===== config.mk =====
export PLATFORM = sky130hd
export DESIGN_NAME = cpu_bus_master_flat
export DESIGN_NICKNAME = d
export VERILOG_FILES = /design/src/rtl/cpu_bus_pkg.sv /design/src/rtl/cpu_bus_master_if.sv /design/src/rtl/cpu_bus_master_wait_timer.sv /design/src/rtl/cpu_bus_master.sv /design/src/flat_wrapper.sv
export SDC_FILE = /design/constraint.sdc
export NUM_CORES = 1
export LEC_CHECK = 0
export ABC_AREA = 1
export CAP_MARGIN = 10
export CORE_MARGIN = 4
export CORE_UTILIZATION = 30
export DETAILED_ROUTE_END_ITERATION = 12
export PLACE_DENSITY_LB_ADDON = 0.2
export RECOVER_POWER = 100
export SETUP_SLACK_MARGIN = 0.5
export SYNTH_ARGS = -nofsm -noshare
export SYNTH_HDL_FRONTEND = slang
export SYNTH_SLANG_ARGS = --single-unit

===== constraint.sdc =====
create_clock -name clk -period 1.5 [get_ports clk]
set_input_delay 0.3 -clock clk [delete_from_list [all_inputs] [get_ports clk]]
set_output_delay 0.3 -clock clk [all_outputs]
set_load 0.005 [all_outputs]

===== src/rtl/cpu_bus_pkg.sv =====
// cpu_bus_pkg: shared state encoding and constants for the CPU bus master
package cpu_bus_pkg;

    localparam int BUS_ADDR_W           = 16;
    localparam int BUS_DATA_W           = 8;
    localparam int DEFAULT_WAIT_TIMEOUT = 15;
    localparam logic [7:0] OPEN_BUS_DATA = 8'hFF;

    typedef enum logic [2:0] {IDLE, T1, T2, TW, T3, T4} state_t;

endpackage


===== src/rtl/cpu_bus_master_if.sv =====
// cpu_bus_master_if: core request/response and system bus signals of the CPU bus master
interface cpu_bus_master_if
    import cpu_bus_pkg::*;
#(
    parameter int ADDR_W = BUS_ADDR_W,
    parameter int DATA_W = BUS_DATA_W
) ();

    logic              req_valid;
    logic              req_ready;
    logic              req_we;
    logic [ADDR_W-1:0] req_addr;
    logic [DATA_W-1:0] req_wdata;
    logic              rsp_valid;
    logic [DATA_W-1:0] rsp_rdata;
    logic              rsp_err;
    logic              busy;
    logic [ADDR_W-1:0] bus_addr;
    logic [DATA_W-1:0] bus_wdata;
    logic [DATA_W-1:0] bus_rdata;
    logic              bus_rd_n;
    logic              bus_wr_n;
    logic              bus_wait_n;

    modport master (
        input  req_valid, req_we, req_addr, req_wdata, bus_rdata, bus_wait_n,
        output req_ready, rsp_valid, rsp_rdata, rsp_err, busy,
               bus_addr, bus_wdata, bus_rd_n, bus_wr_n
    );

    modport slave (
        output req_valid, req_we, req_addr, req_wdata, bus_rdata, bus_wait_n,
        input  req_ready, rsp_valid, rsp_rdata, rsp_err, busy,
               bus_addr, bus_wdata, bus_rd_n, bus_wr_n
    );

endinterface


===== src/rtl/cpu_bus_master_wait_timer.sv =====
// bus_wait_timer: saturating wait-state counter with clear/enable and a timeout flag
module bus_wait_timer #(
    parameter int LIMIT = 15
) (
    input  logic clk,
    input  logic rst_n,
    input  logic i_clear,
    input  logic i_en,
    output logic o_timeout
);

    localparam int W = (LIMIT > 0) ? $clog2(LIMIT + 1) : 1;
    localparam logic [W-1:0] MAX = (LIMIT > 0) ? W'(LIMIT) : {W{1'b1}};

    logic [W-1:0] r_count;

    // count wait cycles, holding at MAX so the value can never wrap
    always_ff @(posedge clk or negedge rst_n) begin
        if (!rst_n)
            r_count <= '0;
        else if (i_clear)
            r_count <= '0;
        else if (i_en && r_count != MAX)
            r_count <= r_count + 1'b1;
    end

    assign o_timeout = (LIMIT != 0) && (r_count == W'(LIMIT - 1));

endmodule


===== src/rtl/cpu_bus_master.sv =====
// cpu_bus_master: turns single-beat core requests into Game Boy style T1/T2/TW/T3/T4 bus cycles
module cpu_bus_master
    import cpu_bus_pkg::*;
#(
    parameter int ADDR_W       = BUS_ADDR_W,
    parameter int DATA_W       = BUS_DATA_W,
    parameter int WAIT_TIMEOUT = DEFAULT_WAIT_TIMEOUT
) (
    input logic               clk,
    input logic               rst_n,
    cpu_bus_master_if.master  bus
);

    state_t            r_state;
    logic              r_we;
    logic              r_err;
    logic [ADDR_W-1:0] r_addr;
    logic [DATA_W-1:0] r_wdata;
    logic [DATA_W-1:0] r_rdata;
    logic              r_rd_n;
    logic              r_wr_n;
    logic              r_rsp_valid;
    logic              r_rsp_err;
    logic              r_busy;
    logic              r_req_ready;
    logic              w_timeout;

    bus_wait_timer #(.LIMIT(WAIT_TIMEOUT)) u_timer (
        .clk       (clk),
        .rst_n     (rst_n),
        .i_clear   (r_state == T2),
        .i_en      (r_state == TW),
        .o_timeout (w_timeout)
    );

    // machine-cycle FSM; every output is a register so the bus sees clean edges
    always_ff @(posedge clk or negedge rst_n) begin
        if (!rst_n) begin
            r_state     <= IDLE;
            r_we        <= 1'b0;
            r_err       <= 1'b0;
            r_addr      <= '0;
            r_wdata     <= '0;
            r_rdata     <= '0;
            r_rd_n      <= 1'b1;
            r_wr_n      <= 1'b1;
            r_rsp_valid <= 1'b0;
            r_rsp_err   <= 1'b0;
            r_busy      <= 1'b0;
            r_req_ready <= 1'b1;
        end else begin
            r_rsp_valid <= 1'b0;
            r_rsp_err   <= 1'b0;
            case (r_state)
                IDLE: if (bus.req_valid) begin
                    r_we        <= bus.req_we;
                    r_err       <= 1'b0;
                    r_addr      <= bus.req_addr;
                    r_wdata     <= bus.req_wdata;
                    r_req_ready <= 1'b0;
                    r_busy      <= 1'b1;
                    r_state     <= T1;
                end
                T1: begin
                    r_rd_n  <= r_we;
                    r_wr_n  <= !r_we;
                    r_state <= T2;
                end
                T2, TW: if (bus.bus_wait_n) begin
                    r_rd_n  <= 1'b1;
                    r_wr_n  <= 1'b1;
                    r_rdata <= r_we ? r_rdata : bus.bus_rdata;
                    r_state <= T3;
                end else if (r_state == T2) begin
                    r_state <= TW;
                end else if (w_timeout) begin
                    r_rd_n      <= 1'b1;
                    r_wr_n      <= 1'b1;
                    r_err       <= 1'b1;
                    r_rdata     <= r_we ? r_rdata : DATA_W'(OPEN_BUS_DATA);
                    r_rsp_valid <= 1'b1;
                    r_rsp_err   <= 1'b1;
                    r_state     <= T4;
                end
                T3: begin
                    r_rsp_valid <= 1'b1;
                    r_rsp_err   <= r_err;
                    r_state     <= T4;
                end
                T4: begin
                    r_req_ready <= 1'b1;
                    r_busy      <= 1'b0;
                    r_state     <= IDLE;
                end
                default: r_state <= IDLE;
            endcase
        end
    end

    assign bus.req_ready = r_req_ready;
    assign bus.rsp_valid = r_rsp_valid;
    assign bus.rsp_rdata = r_rdata;
    assign bus.rsp_err   = r_rsp_err;
    assign bus.busy      = r_busy;
    assign bus.bus_addr  = r_addr;
    assign bus.bus_wdata = r_wdata;
    assign bus.bus_rd_n  = r_rd_n;
    assign bus.bus_wr_n  = r_wr_n;

endmodule


===== src/flat_wrapper.sv =====
// flat-port wrapper written by rule: the top's interface ports become plain ports
module cpu_bus_master_flat import cpu_bus_pkg::*;
#(
    parameter int ADDR_W       = BUS_ADDR_W,
    parameter int DATA_W       = BUS_DATA_W,
    parameter int WAIT_TIMEOUT = DEFAULT_WAIT_TIMEOUT
)
  (clk, rst_n, bus_req_valid, bus_req_we, bus_req_addr, bus_req_wdata, bus_bus_rdata, bus_bus_wait_n, bus_req_ready, bus_rsp_valid, bus_rsp_rdata, bus_rsp_err, bus_busy, bus_bus_addr, bus_bus_wdata, bus_bus_rd_n, bus_bus_wr_n);
  cpu_bus_master_if #(.ADDR_W(ADDR_W), .DATA_W(DATA_W)) bus_i ();
  input logic clk;
  input logic rst_n;
  input wire logic [$bits(bus_i.req_valid)-1:0] bus_req_valid;
  input wire logic [$bits(bus_i.req_we)-1:0] bus_req_we;
  input wire logic [$bits(bus_i.req_addr)-1:0] bus_req_addr;
  input wire logic [$bits(bus_i.req_wdata)-1:0] bus_req_wdata;
  input wire logic [$bits(bus_i.bus_rdata)-1:0] bus_bus_rdata;
  input wire logic [$bits(bus_i.bus_wait_n)-1:0] bus_bus_wait_n;
  output wire logic [$bits(bus_i.req_ready)-1:0] bus_req_ready;
  output wire logic [$bits(bus_i.rsp_valid)-1:0] bus_rsp_valid;
  output wire logic [$bits(bus_i.rsp_rdata)-1:0] bus_rsp_rdata;
  output wire logic [$bits(bus_i.rsp_err)-1:0] bus_rsp_err;
  output wire logic [$bits(bus_i.busy)-1:0] bus_busy;
  output wire logic [$bits(bus_i.bus_addr)-1:0] bus_bus_addr;
  output wire logic [$bits(bus_i.bus_wdata)-1:0] bus_bus_wdata;
  output wire logic [$bits(bus_i.bus_rd_n)-1:0] bus_bus_rd_n;
  output wire logic [$bits(bus_i.bus_wr_n)-1:0] bus_bus_wr_n;
  assign bus_i.req_valid = bus_req_valid;
  assign bus_i.req_we = bus_req_we;
  assign bus_i.req_addr = bus_req_addr;
  assign bus_i.req_wdata = bus_req_wdata;
  assign bus_i.bus_rdata = bus_bus_rdata;
  assign bus_i.bus_wait_n = bus_bus_wait_n;
  assign bus_req_ready = bus_i.req_ready;
  assign bus_rsp_valid = bus_i.rsp_valid;
  assign bus_rsp_rdata = bus_i.rsp_rdata;
  assign bus_rsp_err = bus_i.rsp_err;
  assign bus_busy = bus_i.busy;
  assign bus_bus_addr = bus_i.bus_addr;
  assign bus_bus_wdata = bus_i.bus_wdata;
  assign bus_bus_rd_n = bus_i.bus_rd_n;
  assign bus_bus_wr_n = bus_i.bus_wr_n;
  cpu_bus_master #(.ADDR_W(ADDR_W), .DATA_W(DATA_W), .WAIT_TIMEOUT(WAIT_TIMEOUT)) u_core (.clk(clk), .rst_n(rst_n), .bus(bus_i));
endmodule

==> run metrics <==
RSZ-0062 raised after global routing=true; Fmax=750 MHz; total CTS buffers=5; PortBufs=74; initial antenna violation count=0; vias in the first global route=1898; fillers=600; synth cell count leaders=101 x nand2_1, 44 x dfrtp_1, 15 x inv_1; Syn Nets=about 270; Post-Syn Area=between 2000 and 2500 sq um; Worst setup EP type=flip-flop; core area=6460 sq um; final net count=~400; FFs w/ async S/R, synth=1.00; outcome=finished clean; top cell type's share of synthesized area=0.545; layout cells sized above 1=0.420; maximum root-to-sink buffer count=2; final hold violation count=0; Antenna Nets Post-Route=0; clk_skew=0.0124 ns; worst r2r src=u_core.r_state[1]; vias per cell=roughly 4.4; HPWL after DPL=approximately 3500 um; Max rail drop VDD=0.681 mV; Critical Path AT=1.51 ns; Synth Instances=approximately 230; Die Y=90.1 um; relative slew slack=0.555; Syn Area/Cell=a little under 9 sq um; DP Worst Slack=-0.0274 ns; Starting DRT DRC Count=56; synthesis-to-finish area growth=71.7%; first-pass GRT wire length=9040 um; non-filler instance count after layout=434; Die Area=8120 sq um; Leakage Power=about 1.7 nW; Post-synth EDFFs=0; Root Buffer=clkbuf_8; worst-margin pin slew=around 0.67 ns; sequential share of the synthesized area=0.584; hold_ws=0.469 ns; Slew Viols, Final=0; num rows=29; n_diodes=0; HP Start=u_core.bus.req_ready; Yosys cell types=25; # IOs=75; largest net degree at the start of global routing=48; Initial Util=0.313; most common cell in the netlist=nand2_1; Worst Setup SP=u_core.r_state[1]; startpoint types=flip-flop; yosys warns=0; min cycle time layout=between 1 and 1.5 ns; Overall Power=6.50 mW; period utilization=0.889; wire per inst=13.4 um; CTS H-tree depth=2; first-pass iteration count of the detailed router=4; clock insertion delay at the later pin of the skew report=roughly 0.30 ns; #FFs+latches synth=47; post-synth top area cell=dfrtp_1; final worst slack=0.166 ns; critical-path maximum fanout=8; Critical Path RT=1.68 ns; RePlAce Congestion=0.784; routed vias=1917; HP Class=reg -> reg; CTS tree=done; Post-Route WL=5810 um; Die W=90.1 um; Max-Cap Viols=0; # DRC=0; grt total ovfl=0; clk slew on worst S/H paths=about 0.080 ns; Reg2Reg Setup Slack=0.17 ns; Area contributors post-synth=dfrtp_1 54%, nand2_1 19%, dfstp_2 3.9%, inv_1 2.8%, nor2_1 2.6%; dominant synthesized flop cell=dfrtp_1; Setup-failing EPs final=0; gr usage total=0.135; CTS sink cnt=47; Setup CP Type=reg -> reg; Placed Cells=between 300 and 400; power density over the cells=between 1500 and 2000 nW/um^2
[final timing paths]
path                                             endpoint  depth (start not counted)
worst max-delay path              u_core.bus.rsp_rdata[2]                          6
worst min-delay path                 u_core.bus.req_ready                          2
worst max register to register    u_core.bus.rsp_rdata[2]                          6
worst min register to register       u_core.bus.req_ready                          2
max in group asynchronous       u_core.u_timer.r_count[1]                          3
min in group asynchronous       u_core.u_timer.r_count[2]                          3
[routing by layer]
layer | GRT usage | vias up | share of wire
met1 | 0.167 | 891 | 0.46
met4 | 0.0459 | 0 | 0.014
met3 | 0.0359 | 7 | 0.057
li1 | - | 965 | -
met2 | 0.228 | 54 | 0.47
met5 | 0 | - | 0
[registers in the layout, summed over array words and instances (netlist names), 3 cells and up]
signal,cells
u_core.bus.bus_addr,16
u_core.r_state,3
u_core.bus.rsp_rdata,8
u_core.u_timer.r_count,4
u_core.bus.bus_wdata,8
[layout make-up]
| type | instances | area (sq um) | area share |
|---|---|---|---|
| repair buffers | 124 | 990 | 0.285 |
| clock inverters | 2 | 12.5 | 0.00360 |
| well taps | 77 | 96.3 | 0.0278 |
| multi-input cells | 158 | 1010 | 0.291 |
| flip-flops and latches | 47 | 1180 | 0.341 |
| inverters | 19 | 95.1 | 0.0274 |
| repair inverters | 1 | 11.3 | 0.00324 |
| clock buffers | 6 | 72.6 | 0.0209 |
[cell usage in the layout (no fill, tap or decap), types with 3 or more instances in the layout]
| master | instances |
|---|---|
| nand2_2 | 31 |
| nor2_4 | 5 |
| clkbuf_1 | 24 |
| o21ai_1 | 6 |
| nand3_1 | 5 |
| clkbuf_8 | 5 |
| buf_6 | 8 |
| buf_4 | 36 |
| nand2_1 | 68 |
| nand3_4 | 7 |
| dfrtp_1 | 41 |
| nor2_1 | 10 |
| dfstp_2 | 3 |
| dfrtp_2 | 3 |
| buf_2 | 14 |
| nand2_4 | 3 |
| inv_1 | 12 |
| buf_12 | 3 |
| inv_2 | 3 |
| clkdlybuf4s50_1 | 34 |
| a21oi_2 | 8 |
[metrics by stage]
step | cell area (sq um) | util | TNS (ns)
2_1_floorplan | 2050 | - | 0
3_3_place_gp | 2880 | 0.447 | 0
3_5_place_dp | 2880 | 0.447 | -0.113
4_1_cts | 3260 | 0.504 | 0
5_1_grt | 3470 | 0.537 | 0
6_report | 3470 | 0.537 | 0
[critical path: stages (launching register included)]
cell and delay (ns):
dfrtp_1 0.48, clkbuf_1 0.19, inv_4 0.05, nor2_4 0.18, nand3_4 0.14, nor2_1 0.14, a21oi_2 0.04
[cell families after synthesis]
logic type,after synthesis,synth area share
AOI/OAI and AO/OA,21,0.0625
adders and majority gates,2,0.0124
buffers and inverters,23,0.0538
DFF,47,0.584
and+or+nand+nor,135,0.288
[repair_timing]
action / CTS / global route
hold endpoints to repair: 44 / 0
pin swaps: 34 / 22
buffers inserted: 23 / 20
hold buffers: 1 / 0
setup endpoints to repair: 85 / 85
resized for setup: 222 / 29
gates cloned: 2 / 0
[where the power goes]
group | internal, mW | total [mW] | switching [mW]
clock network | 0.326 | 0.745 | 0.419
registers | 1.85 | 2.27 | 0.420
logic | 1.79 | 3.48 | 1.69
total | 3.97 | 6.50 | 2.53
No activity file was read; power rests on OpenSTA's default activity.
